===== src/rtl/dmem_lsu_master.sv =====
// dmem_lsu_master: byte-addressed load/store master for word-organised datamemory
module dmem_lsu_master #(
    parameter int DATA_WIDTH = 32,
    parameter int ADDR_WIDTH = 10
) (
    input  logic                  clk,
    input  logic                  rst_n,
    input  logic                  req_valid,
    output logic                  req_ready,
    input  logic                  req_we,
    input  logic [1:0]            req_size,
    input  logic                  req_signed,
    input  logic [31:0]           req_addr,
    input  logic [DATA_WIDTH-1:0] req_wdata,
    output logic                  rsp_valid,
    output logic [DATA_WIDTH-1:0] rsp_rdata,
    output logic                  rsp_err,
    output logic [ADDR_WIDTH-1:0] mem_address,
    output logic                  mem_we,
    output logic [DATA_WIDTH-1:0] mem_in,
    input  logic [DATA_WIDTH-1:0] mem_out
);
    localparam logic [2:0] IDLE      = 3'd0;
    localparam logic [2:0] RD_ADDR   = 3'd1;
    localparam logic [2:0] RD_DATA   = 3'd2;
    localparam logic [2:0] RMW_ADDR  = 3'd3;
    localparam logic [2:0] RMW_MERGE = 3'd4;
    localparam logic [2:0] WR        = 3'd5;
    localparam logic [2:0] RESP      = 3'd6;

    logic [2:0]            state;
    logic [1:0]            size_q;
    logic [1:0]            lane_q;
    logic                  sgn_q;
    logic [DATA_WIDTH-1:0] wdata_q;
    logic                  req_err;
    logic [7:0]            byte_sel;
    logic [15:0]           half_sel;
    logic [DATA_WIDTH-1:0] load_val;
    logic [DATA_WIDTH-1:0] merged;

    assign req_ready = state == IDLE;
    assign rsp_valid = state == RESP;
    assign mem_we    = state == WR;

    assign req_err = req_size == 2'b11 ||
                     (req_size == 2'b01 && req_addr[0]) ||
                     (req_size == 2'b10 && req_addr[1:0] != 2'b00) ||
                     req_addr[31:ADDR_WIDTH+2] != '0;

    always_comb begin
        byte_sel = mem_out[{lane_q, 3'b000} +: 8];
        half_sel = lane_q[1] ? mem_out[31:16] : mem_out[15:0];
        load_val = size_q == 2'b00 ? {{24{sgn_q & byte_sel[7]}}, byte_sel} :
                   size_q == 2'b01 ? {{16{sgn_q & half_sel[15]}}, half_sel} : mem_out;
        merged = mem_out;
        if (size_q == 2'b00)
            merged[{lane_q, 3'b000} +: 8] = wdata_q[7:0];
        else
            merged[{lane_q[1], 4'b0000} +: 16] = wdata_q[15:0];
    end

    // mem_address/mem_in are registered so they hold their last value outside an access
    always_ff @(posedge clk or negedge rst_n) begin
        if (!rst_n) begin
            state       <= IDLE;
            size_q      <= '0;
            lane_q      <= '0;
            sgn_q       <= 1'b0;
            wdata_q     <= '0;
            rsp_rdata   <= '0;
            rsp_err     <= 1'b0;
            mem_address <= '0;
            mem_in      <= '0;
        end else begin
            case (state)
                IDLE: if (req_valid) begin
                    size_q    <= req_size;
                    lane_q    <= req_addr[1:0];
                    sgn_q     <= req_signed;
                    wdata_q   <= req_wdata;
                    rsp_rdata <= '0;
                    rsp_err   <= req_err;
                    if (!req_err) mem_address <= req_addr[ADDR_WIDTH+1:2];
                    if (!req_err && req_we && req_size == 2'b10) mem_in <= req_wdata;
                    state <= req_err ? RESP : !req_we ? RD_ADDR : req_size == 2'b10 ? WR : RMW_ADDR;
                end
                RD_ADDR:   state <= RD_DATA;
                RD_DATA: begin
                    rsp_rdata <= load_val;
                    state     <= RESP;
                end
                RMW_ADDR:  state <= RMW_MERGE;
                RMW_MERGE: begin
                    mem_in <= merged;
                    state  <= WR;
                end
                WR:        state <= RESP;
                default:   state <= IDLE;
            endcase
        end
    end
endmodule


===== config.mk =====
export PLATFORM = sky130hd
export DESIGN_NAME = dmem_lsu_master
export DESIGN_NICKNAME = d
export VERILOG_FILES = /design/src/rtl/dmem_lsu_master.sv
export SDC_FILE = /design/constraint.sdc
export NUM_CORES = 1
export LEC_CHECK = 0
export CORE_MARGIN = 4
export CORE_UTILIZATION = 46
export DETAILED_ROUTE_END_ITERATION = 16
export GPL_TIMING_DRIVEN = 1
export HOLD_SLACK_MARGIN = 0.03
export PLACE_DENSITY = 0.83
export SYNTH_ARGS = -nofsm -noshare
export SYNTH_HDL_FRONTEND = slang
export SYNTH_SLANG_ARGS = --single-unit

===== constraint.sdc =====
create_clock -name clk -period 2.65 [get_ports clk]
set_input_delay 0.53 -clock clk [delete_from_list [all_inputs] [get_ports clk]]
set_output_delay 0.53 -clock clk [all_outputs]
set_load 0.01 [all_outputs]

Word level (Yosys, flattened, before mapping)
Cells that the tools add are included.
{"block": "word_totals", "register_bits": 99, "mem_bits_rw": 0, "input_bits": 103, "elab_cells": 66, "latchBits": 0, "rom_bits": 0, "output_inout_bits": 78, "n_memories": 0}
{"block": "op_classes", "reduce_logical": 19, "n_eq_ne": 12, "n_mux": 16, "mul": 0, "n_bitwise": 3, "div_mod_pow": 0, "shifts": 5, "magnitude_cmp": 0, "add_sub_neg": 2}
{"cell": "2-to-1 mux 32 bit", "count": 6}
{"cell": "case mux 32 bit (2 select lines)", "count": 2}
{"cell": "bitwise mux 32 bit", "count": 2}
{"cell": "variable shift 16 x 7 -> 32 bit, first input constant", "count": 1}
{"cell": "variable shift 8 x 7 -> 32 bit, first input constant", "count": 1}
{"cell": "variable part select 16 x 7 -> 32 bit", "count": 1}
{"cell": "variable part select 32 x 6 -> 8 bit", "count": 1}
{"cell": "variable part select 8 x 7 -> 32 bit", "count": 1}
{"cell": "nonzero test 20 bit", "count": 1}
{"cell": "2-to-1 mux 16 bit", "count": 1}
{"cell": "case mux 3 bit (5 select lines)", "count": 1}
{"cell": "negator 5 -> 7 bit", "count": 2}
{"cell": "2-to-1 mux 3 bit", "count": 4}
{"cell": "equality test 3 bit, second input constant", "count": 3}
{"cell": "equality test 3 x 2 -> 1 bit, second input constant", "count": 2}
{"cell": "AND reduction 3 bit", "count": 2}
{"cell": "nonzero test 2 bit", "count": 3}
{"cell": "equality test 2 x 1 -> 1 bit, second input constant", "count": 2}
{"cell": "equality test 2 bit, second input constant", "count": 2}
{"cell": "logical AND 1 bit", "count": 4}
{"cell": "AND reduction 2 bit", "count": 2}
{"cell": "equality test 3 x 1 -> 1 bit, second input constant", "count": 1}
{"cell": "logical NOT 3 bit", "count": 1}
{"cell": "logical OR 1 bit", "count": 3}
{"cell": "other kinds (7)", "count": 8}

Longest topological paths before layout
Gate-level depths: netlist of the first run.
{"block": "logic_depth", "depth_word": 11, "ltp_mapped": 10, "mapped_depth_nobuf": 7}

Worst setup path after synthesis of the first run
OpenSTA, ideal clock, no wires.
{"block": "synth_path", "path_kind": "register -> register", "startpoint": "reg lane_q[1]", "endpoint": "reg mem_in[24]", "required_ns": 2.573, "stages_incl_launch_ff": 11, "setup_time_ns": 0.077, "t_arrival_ns": 2.299, "setup_slack_ns": 0.273, "synth_period_minus_slack_ns": 2.377, "cell_sequence": "dfrtp_1 -> buf_2 -> buf_2 -> inv_1 -> ha_1 -> nor4bb_1 -> buf_1 -> a221oi_1 -> a211oi_1 -> a21oi_1 -> a21oi_1"}
{"block": "synth_via", "elab_chain_len": 5, "word_cells_on_any_way": 10}
{"element": "start: declaration", "line": "33", "source": "logic [1:0] lane_q;"}
{"element": "start signal: assignment", "line": "79", "source": "lane_q <= req_addr[1:0];"}
{"element": "negator 5 -> 7 bit (on tied branches)", "line": "60, 58"}
{"element": "variable part select 16 x 7 -> 32 bit, or another cell as far along", "line": "60", "source": "merged[{lane_q[1], 4'b0000} +: 16] = wdata_q[15:0];"}
{"element": "bitwise mux 32 bit (on tied branches)", "line": "60, 58"}
{"element": "2-to-1 mux 32 bit (*)", "line": "57", "source": "if (size_q == 2'b00)"}
{"element": "case mux 32 bit (2 select lines) (*)", "line": "76", "source": "case (state)"}
{"element": "end signal: assignment", "line": "85", "source": "if (!req_err && req_we && req_size == 2'b10) mem_in <= req_wdata;"}
{"element": "end signal: assignment", "line": "95", "source": "mem_in <= merged;"}
{"element": "end: declaration", "line": "20", "source": "output logic [DATA_WIDTH-1:0] mem_in,"}
Every way passes the cells marked *; elsewhere a longest branch is shown, timed or not.
A chain may end at the register's enable or synchronous reset.

Worst setup path in the final report of the first run
{"block": "layout_path", "startpoint": "reg lane_q[1]", "endpoint": "reg mem_in[5]"}
The elaborated chain is that of the path after synthesis.

==> flow_results.xml, run 1 <==
<?xml version="1.0" encoding="UTF-8"?>
<metrics>
  <group name="run_status">
    <metric name="outcome" unit="">finished clean</metric>
  </group>
  <group name="sta">
    <metric name="tightestPinTransition" unit="ns">1.26</metric>
    <metric name="timing.clock.skew" unit="ns">0.00844</metric>
    <metric name="total_of_endpoints_with_negative_setup_slack_in_the_final_report" unit="">0</metric>
    <metric name="finalHoldWorstSlack" unit="ns">0.176</metric>
    <metric name="fin_crit_sh" unit="%">89.6</metric>
    <metric name="hold_violations" unit="">0</metric>
    <metric name="setup_total_negative_slack" unit="ns">0</metric>
    <metric name="timing.fmax" unit="GHz">0.421</metric>
    <metric name="rsz0062_at_grt" unit="">no</metric>
    <metric name="slew-limit-headroom" unit="%">16.2</metric>
    <metric name="drv_slew" unit="">0</metric>
    <metric name="finalWorstPathRequiredPeriod" unit="ns">2.38</metric>
  </group>
  <group name="clock_tree">
    <metric name="clk_transition_reported_paths" unit="ns">0.07</metric>
    <metric name="postCtsSetupBuffers" unit="">0</metric>
    <metric name="ctsRootBufferMaster" unit="">clkbuf_16</metric>
    <metric name="clock_tree.htree_level_count" unit="">3</metric>
    <metric name="clk-insertion-delay-late" unit="ns">0.35</metric>
    <metric name="hold_buffers" unit="">0</metric>
    <metric name="cts_tree" unit="">yes</metric>
    <metric name="post_cts_resized" unit="">0</metric>
    <metric name="cts_num_sinks" unit="">99</metric>
    <metric name="cts_inserted_buffers" unit="">9</metric>
    <metric name="max-clock-path-buffers" unit="">2</metric>
  </group>
  <group name="floorplanning">
    <metric name="floorplan.die.width" unit="um">115</metric>
    <metric name="fp-row-count" unit="">38</metric>
    <metric name="fp.dieArea" unit="mm^2">0.0133</metric>
    <metric name="floorplan.initialDensity" unit="%">48.0</metric>
    <metric name="num_io_pins" unit="">181</metric>
    <metric name="die_height" unit="um">115</metric>
    <metric name="placeableCoreArea" unit="mm^2">0.0110</metric>
  </group>
  <group name="critical_path">
    <metric name="timing.reg2reg.setup_slack" unit="ns">0.27</metric>
    <metric name="r2r_cells" unit="">7</metric>
    <metric name="criticalPathCategory" unit="">register to register</metric>
    <metric name="timing.critical_path.required" unit="ns">2.91</metric>
    <metric name="timing.critical_path.from_type" unit="">register</metric>
    <metric name="critical_path_peak_fanout" unit="">9</metric>
    <metric name="endpoint_kind" unit="">register</metric>
    <metric name="worstReg2RegStart" unit="">lane_q[1]</metric>
    <metric name="worstPathArrival" unit="ns">2.64</metric>
    <metric name="worst_r2r_endpoint" unit="">mem_in[5]</metric>
    <metric name="crit_path_start" unit="">lane_q[1]</metric>
    <metric name="setup.worst_path.end" unit="">mem_in[5]</metric>
  </group>
  <group name="drt">
    <metric name="drc_errors" unit="">0</metric>
    <metric name="detailedRoute.firstPassIterationCount" unit="">5</metric>
    <metric name="via_count" unit="">5245</metric>
    <metric name="via_per_inst" unit="">6.20</metric>
    <metric name="avgRoutedWirePerCell" unit="um">21.2</metric>
    <metric name="detail_route.wirelength" unit="um">18000</metric>
    <metric name="count_of_antenna_violating_nets_left_after_detailed_routing" unit="">0</metric>
    <metric name="drt_iter0_drc" unit="">536</metric>
  </group>
  <group name="grt">
    <metric name="global_route.overflow_total" unit="">0</metric>
    <metric name="first_pass_grt_wire_length" unit="um">27900</metric>
    <metric name="grt_pass1_vias" unit="">5241</metric>
    <metric name="grt_start_max_net_pins" unit="">58</metric>
    <metric name="groute.usage.overall" unit="%">27.0</metric>
    <metric name="antenna_violations_before_repair" unit="">0</metric>
  </group>
  <group name="power_and_ir_drop">
    <metric name="worst_ir_drop_vdd" unit="mV">0.530</metric>
    <metric name="reported_leakage_power" unit="nW">3.18</metric>
    <metric name="powerDensity" unit="mW/mm^2">1090</metric>
  </group>
  <group name="cells_and_area">
    <metric name="nNetsFinal" unit="">809</metric>
    <metric name="antenna-diode-count" unit="">0</metric>
    <metric name="fin_util" unit="%">68.4</metric>
    <metric name="multiInputGateArea" unit="mm^2">0.00260</metric>
    <metric name="nFillCells" unit="">844</metric>
    <metric name="drive_gt1_share" unit="%">11.8</metric>
    <metric name="final_area" unit="mm^2">0.00755</metric>
    <metric name="area.sequential" unit="mm^2">0.00248</metric>
    <metric name="syn_to_final_growth" unit="%">42.5</metric>
  </group>
  <group name="synth">
    <metric name="avgSynthCellArea" unit="um^2">9.99</metric>
    <metric name="yosys-top-cells-area" unit="">dfrtp_1, mux2_2, a21oi_1, nand2_1, mux2i_1</metric>
    <metric name="synth_adder_area_share" unit="%">1.18</metric>
    <metric name="ys_seq_area_share" unit="%">46.8</metric>
    <metric name="yosysMostFrequentCell" unit="">dfrtp_1</metric>
    <metric name="yosysUniqueCellTypes" unit="">44</metric>
    <metric name="synthCells" unit="">530</metric>
    <metric name="yosys.area_share.xor_xnor" unit="%">0</metric>
    <metric name="ys_warn_count" unit="">0</metric>
    <metric name="post_synth_instance_area" unit="mm^2">0.00530</metric>
    <metric name="async_reset_ff_share" unit="%">100</metric>
    <metric name="synth-compound-area-share" unit="%">21.2</metric>
    <metric name="synth_seq_cells" unit="">99</metric>
    <metric name="synth_nets" unit="">638</metric>
    <metric name="netlist_top_cells_count" unit="">dfrtp_1, nand2_1, a21oi_1</metric>
    <metric name="yosys.area.top_type" unit="">dfrtp_1</metric>
    <metric name="synth_mux_area_share" unit="%">13.0</metric>
    <metric name="largest_family_of_logic_cells_by_synthesized_area" unit="">compound AO/OA/AOI/OAI gates</metric>
    <metric name="synth_simple_gate_area_share" unit="%">13.7</metric>
    <metric name="post_synth_edffs" unit="">0</metric>
    <metric name="yosys.area.top_type_share" unit="%">46.8</metric>
    <metric name="ys.flop_type" unit="">dfrtp_1</metric>
  </group>
  <group name="placement">
    <metric name="dpl_cell_area" unit="mm^2">0.00726</metric>
    <metric name="place.gp.congestion" unit="">0.932</metric>
    <metric name="place.port_buffers" unit="">180</metric>
    <metric name="post-dp-hpwl" unit="um">13600</metric>
  </group>
  <group name="flow_run">
    <metric name="max-cap-violations" unit="">0</metric>
  </group>
  <group name="min_path">
    <metric name="hold_class" unit="">input port to asynchronous set/reset pin</metric>
  </group>
</metrics>
-- state kept, by name, summed over array words and instances, names as in the netlist --
register and cells:
rsp_rdata 32, lane_q 2, mem_address 10, wdata_q 16, mem_in 32, sgn_q 1
size_q 2, rsp_err 1, state 3
-- worst min path at each step --
stage | cells after the start | endpoint | slack [ns] | startpoint
after floorplan | 0 | lane_q[0] | 0.23 | rst_n
after CTS | 1 | rsp_rdata[17] | 0.19 | rst_n
after global routing | 1 | rsp_rdata[0] | 0.23 | rst_n
after detailed placement | 2 | rsp_rdata[30] | 0.47 | rsp_rdata[30]
final | 1 | rsp_rdata[17] | 0.18 | rst_n
after global placement | 2 | rsp_rdata[17] | 0.46 | rsp_rdata[17]
-- logic make-up after synthesis --
logic type      count (synthesis)
compound gates                166
simple gates                  156
flops                          99
mux                            55
buf+inv                        49
fa+ha+maj                       5
-- cell usage in the layout, fill, tap and decap left out, types with 4 or more instances in the layout --
cell type        netlist  final
nor2b_1               17     17
mux4_2                 8      8
buf_4                  1     22
a21oi_1               52     52
o21ai_0               22     22
dfrtp_1               99     99
o22ai_1                9      9
nor2_1                41     40
ha_1                   5      5
a211oi_1              16     16
clkbuf_16              0      9
nand3_1                8      8
clkdlybuf4s50_1        0    179
inv_1                  7      7
mux2i_1               18     18
clkinv_2               0      4
nand2_1               62     62
a221oi_1              16     16
a222oi_1               8      8
a22o_1                15     15
mux2_2                29     29
o221ai_1              10     10
a31oi_1                9      9
nor4_1                 5      5
-- routing by layer --
layer | track usage (%) | part of all wire (%)
met2 | 44.4 | 49
met1 | 36.3 | 39
met4 | 9.62 | 2.6
met5 | 0 | 0
met3 | 4.53 | 10
-- where the power goes --
part / internal [W] / total, W / leakage, nW / switching, W
Combinational: 0.00213 / 0.00426 / 1.79 / 0.00213
Clock: 0.000731 / 0.00131 / 0.149 / 0.000581
Sequential: 0.00213 / 0.00266 / 1.25 / 0.000530
-- critical path: stages (launching register included) --
cell and delay (ns):
dfrtp_1 0.54, inv_1 0.16, ha_1 0.36, nor2_1 0.10, nand2_1 0.08, o221ai_1 0.67
o22ai_1 0.17, a21oi_1 0.21
-- through the flow --
stage	instances	total power, W	setup slack (ns)
finish	846	0.00823	0.275
global route	846	0.00870	0.177
global placement	830	0.00668	0.163
detailed placement	830	0.00686	0.0367
CTS	846	0.00820	0.379
floorplan	530	0.00515	0.273
-- final cells by class --
class                           instances  area share (%)
Sequential cell                        99            32.8
Multi-Input combinational cell        382            34.4
Tap cell                              140            2.32
Inverter                                7           0.348
Timing Repair Buffer                  202            26.2
Clock inverter                          7           0.895
Clock buffer                            9            2.98
Note: power is estimated with default switching activity, not from simulation.
==> inputs of run 2 (changes only) <==
- SLEW_MARGIN: unset -> 20
==> flow_results.xml, run 2 (synthesis gave the netlist of run 1 again) <==
<?xml version="1.0" encoding="UTF-8"?>
<metrics>
  <group name="sta">
    <metric name="slew-limit-headroom" unit="%">46.7</metric>
    <metric name="timing.clock.skew" unit="ns">0.00727</metric>
    <metric name="rsz0062_at_grt" unit="">no</metric>
    <metric name="tightestPinTransition" unit="ns">0.800</metric>
    <metric name="hold_violations" unit="">0</metric>
    <metric name="setup_total_negative_slack" unit="ns">0</metric>
    <metric name="drv_slew" unit="">0</metric>
    <metric name="finalWorstPathRequiredPeriod" unit="ns">2.34</metric>
    <metric name="timing.fmax" unit="GHz">0.428</metric>
    <metric name="finalHoldWorstSlack" unit="ns">0.175</metric>
    <metric name="total_of_endpoints_with_negative_setup_slack_in_the_final_report" unit="">0</metric>
    <metric name="fin_crit_sh" unit="%">88.2</metric>
  </group>
  <group name="drt">
    <metric name="detail_route.wirelength" unit="um">17800</metric>
    <metric name="drc_errors" unit="">0</metric>
    <metric name="via_count" unit="">5259</metric>
    <metric name="count_of_antenna_violating_nets_left_after_detailed_routing" unit="">0</metric>
    <metric name="avgRoutedWirePerCell" unit="um">21.1</metric>
    <metric name="via_per_inst" unit="">6.22</metric>
    <metric name="detailedRoute.firstPassIterationCount" unit="">8</metric>
    <metric name="drt_iter0_drc" unit="">636</metric>
  </group>
  <group name="cells_and_area">
    <metric name="final_area" unit="mm^2">0.00755</metric>
    <metric name="mostFrequentLayoutCells" unit="">clkdlybuf4s50_1, dfrtp_1, nand2_1</metric>
    <metric name="drive_gt1_share" unit="%">11.8</metric>
    <metric name="multiInputGateArea" unit="mm^2">0.00261</metric>
    <metric name="top_regs" unit="">mem_in x32, rsp_rdata x32, wdata_q x16</metric>
    <metric name="nFillCells" unit="">845</metric>
    <metric name="antenna-diode-count" unit="">0</metric>
    <metric name="syn_to_final_growth" unit="%">42.6</metric>
    <metric name="area.sequential" unit="mm^2">0.00248</metric>
    <metric name="mostFrequentLayoutCell" unit="">clkdlybuf4s50_1</metric>
    <metric name="nNetsFinal" unit="">809</metric>
  </group>
  <group name="clock_tree">
    <metric name="ctsRootBufferMaster" unit="">clkbuf_16</metric>
    <metric name="cts_inserted_buffers" unit="">9</metric>
    <metric name="max-clock-path-buffers" unit="">2</metric>
    <metric name="clk_transition_reported_paths" unit="ns">0.07</metric>
    <metric name="clk-insertion-delay-late" unit="ns">0.35</metric>
    <metric name="post_cts_resized" unit="">0</metric>
    <metric name="cts_num_sinks" unit="">99</metric>
    <metric name="cts_tree" unit="">yes</metric>
    <metric name="postCtsSetupBuffers" unit="">0</metric>
    <metric name="hold_buffers" unit="">0</metric>
    <metric name="clock_tree.htree_level_count" unit="">3</metric>
  </group>
  <group name="floorplanning">
    <metric name="floorplan.die.width" unit="um">115</metric>
    <metric name="floorplan.initialDensity" unit="%">48.0</metric>
    <metric name="die_height" unit="um">115</metric>
    <metric name="fp-row-count" unit="">38</metric>
    <metric name="placeableCoreArea" unit="mm^2">0.0110</metric>
    <metric name="num_io_pins" unit="">181</metric>
    <metric name="fp.dieArea" unit="mm^2">0.0133</metric>
  </group>
  <group name="flow_run">
    <metric name="max-cap-violations" unit="">0</metric>
  </group>
  <group name="critical_path">
    <metric name="worst_r2r_endpoint" unit="">mem_in[13]</metric>
    <metric name="r2r_cells" unit="">7</metric>
    <metric name="timing.critical_path.required" unit="ns">2.92</metric>
    <metric name="worstPathArrival" unit="ns">2.61</metric>
    <metric name="worstReg2RegStart" unit="">lane_q[1]</metric>
    <metric name="criticalPathCategory" unit="">register to register</metric>
    <metric name="crit_path_start" unit="">lane_q[1]</metric>
    <metric name="timing.critical_path.from_type" unit="">register</metric>
    <metric name="timing.reg2reg.setup_slack" unit="ns">0.31</metric>
    <metric name="setup.worst_path.end" unit="">mem_in[13]</metric>
    <metric name="critical_path_peak_fanout" unit="">9</metric>
    <metric name="endpoint_kind" unit="">register</metric>
  </group>
  <group name="min_path">
    <metric name="hold_class" unit="">input port to asynchronous set/reset pin</metric>
  </group>
  <group name="placement">
    <metric name="place.port_buffers" unit="">180</metric>
    <metric name="dpl_cell_area" unit="mm^2">0.00726</metric>
    <metric name="place.gp.congestion" unit="">0.932</metric>
    <metric name="post-dp-hpwl" unit="um">13600</metric>
  </group>
  <group name="power_and_ir_drop">
    <metric name="worst_ir_drop_vdd" unit="mV">0.558</metric>
    <metric name="report.power.total" unit="W">0.00822</metric>
    <metric name="powerDensity" unit="mW/mm^2">1090</metric>
    <metric name="reported_leakage_power" unit="nW">3.18</metric>
  </group>
  <group name="grt">
    <metric name="groute.usage.overall" unit="%">27.0</metric>
    <metric name="antenna_violations_before_repair" unit="">0</metric>
    <metric name="first_pass_grt_wire_length" unit="um">27900</metric>
    <metric name="grt_start_max_net_pins" unit="">58</metric>
    <metric name="global_route.overflow_total" unit="">0</metric>
    <metric name="grt_pass1_vias" unit="">5241</metric>
  </group>
  <group name="run_status">
    <metric name="outcome" unit="">finished clean</metric>
  </group>
</metrics>
run 2: cell counts in the layout (fill, tap and decap cells not counted):
No cell type changed its count.
run 2: area by class of cell:
cell class | count | share of cell area, %
multi-input cells | 382 | 34.5
flip-flops and latches | 99 | 32.8
repair buffers | 202 | 26.2
clock buffers | 9 | 2.98
well taps | 140 | 2.32
clock inverters | 7 | 0.894
inverters | 7 | 0.348
run 2: routing by layer:
| metal | global-route usage [%] | wire length, um | up-vias | part of all wire, % |
|---|---|---|---|---|
| li1 | - | - | 2316 | - |
| met1 | 36.3 | 6860 | 2569 | 38 |
| met2 | 44.4 | 8550 | 328 | 48 |
| met3 | 4.53 | 1850 | 46 | 10 |
| met4 | 9.62 | 566 | 0 | 3.2 |
| met5 | 0 | 0 | - | 0 |
run 2: critical path, stage by stage (launching register included):
cell	delay (ns)
dfrtp_1	0.54
inv_1	0.17
ha_1	0.37
and4b_1	0.42
a221oi_1	0.13
a211oi_1	0.39
a21oi_1	0.09
a21oi_1	0.16
run 2: per-stage QoR:
step | instances | setup slack, ns | util, %
2_1_floorplan | 530 | 0.273 | -
3_3_place_gp | 830 | 0.163 | 65.8
3_5_place_dp | 830 | 0.0367 | 65.8
4_1_cts | 846 | 0.379 | 68.4
5_1_grt | 846 | 0.177 | 68.5
6_report | 846 | 0.311 | 68.5
run 2: power breakdown:
| part | total, W | switching [W] | internal [W] | leakage [nW] |
|---|---|---|---|---|
| sequential | 0.00266 | 0.000530 | 0.00213 | 1.25 |
| combinational | 0.00426 | 0.00212 | 0.00213 | 1.79 |
| clock | 0.00131 | 0.000579 | 0.000730 | 0.149 |
run 2: worst min path at each step:
stage / startpoint / end / slack (ns)
finish: rst_n / rsp_rdata[17] / 0.18
floorplan: rst_n / lane_q[0] / 0.23
global placement: rsp_rdata[17] / rsp_rdata[17] / 0.46
global route: rst_n / rsp_rdata[17] / 0.23
detailed placement: rsp_rdata[30] / rsp_rdata[30] / 0.47
CTS: rst_n / rsp_rdata[17] / 0.19
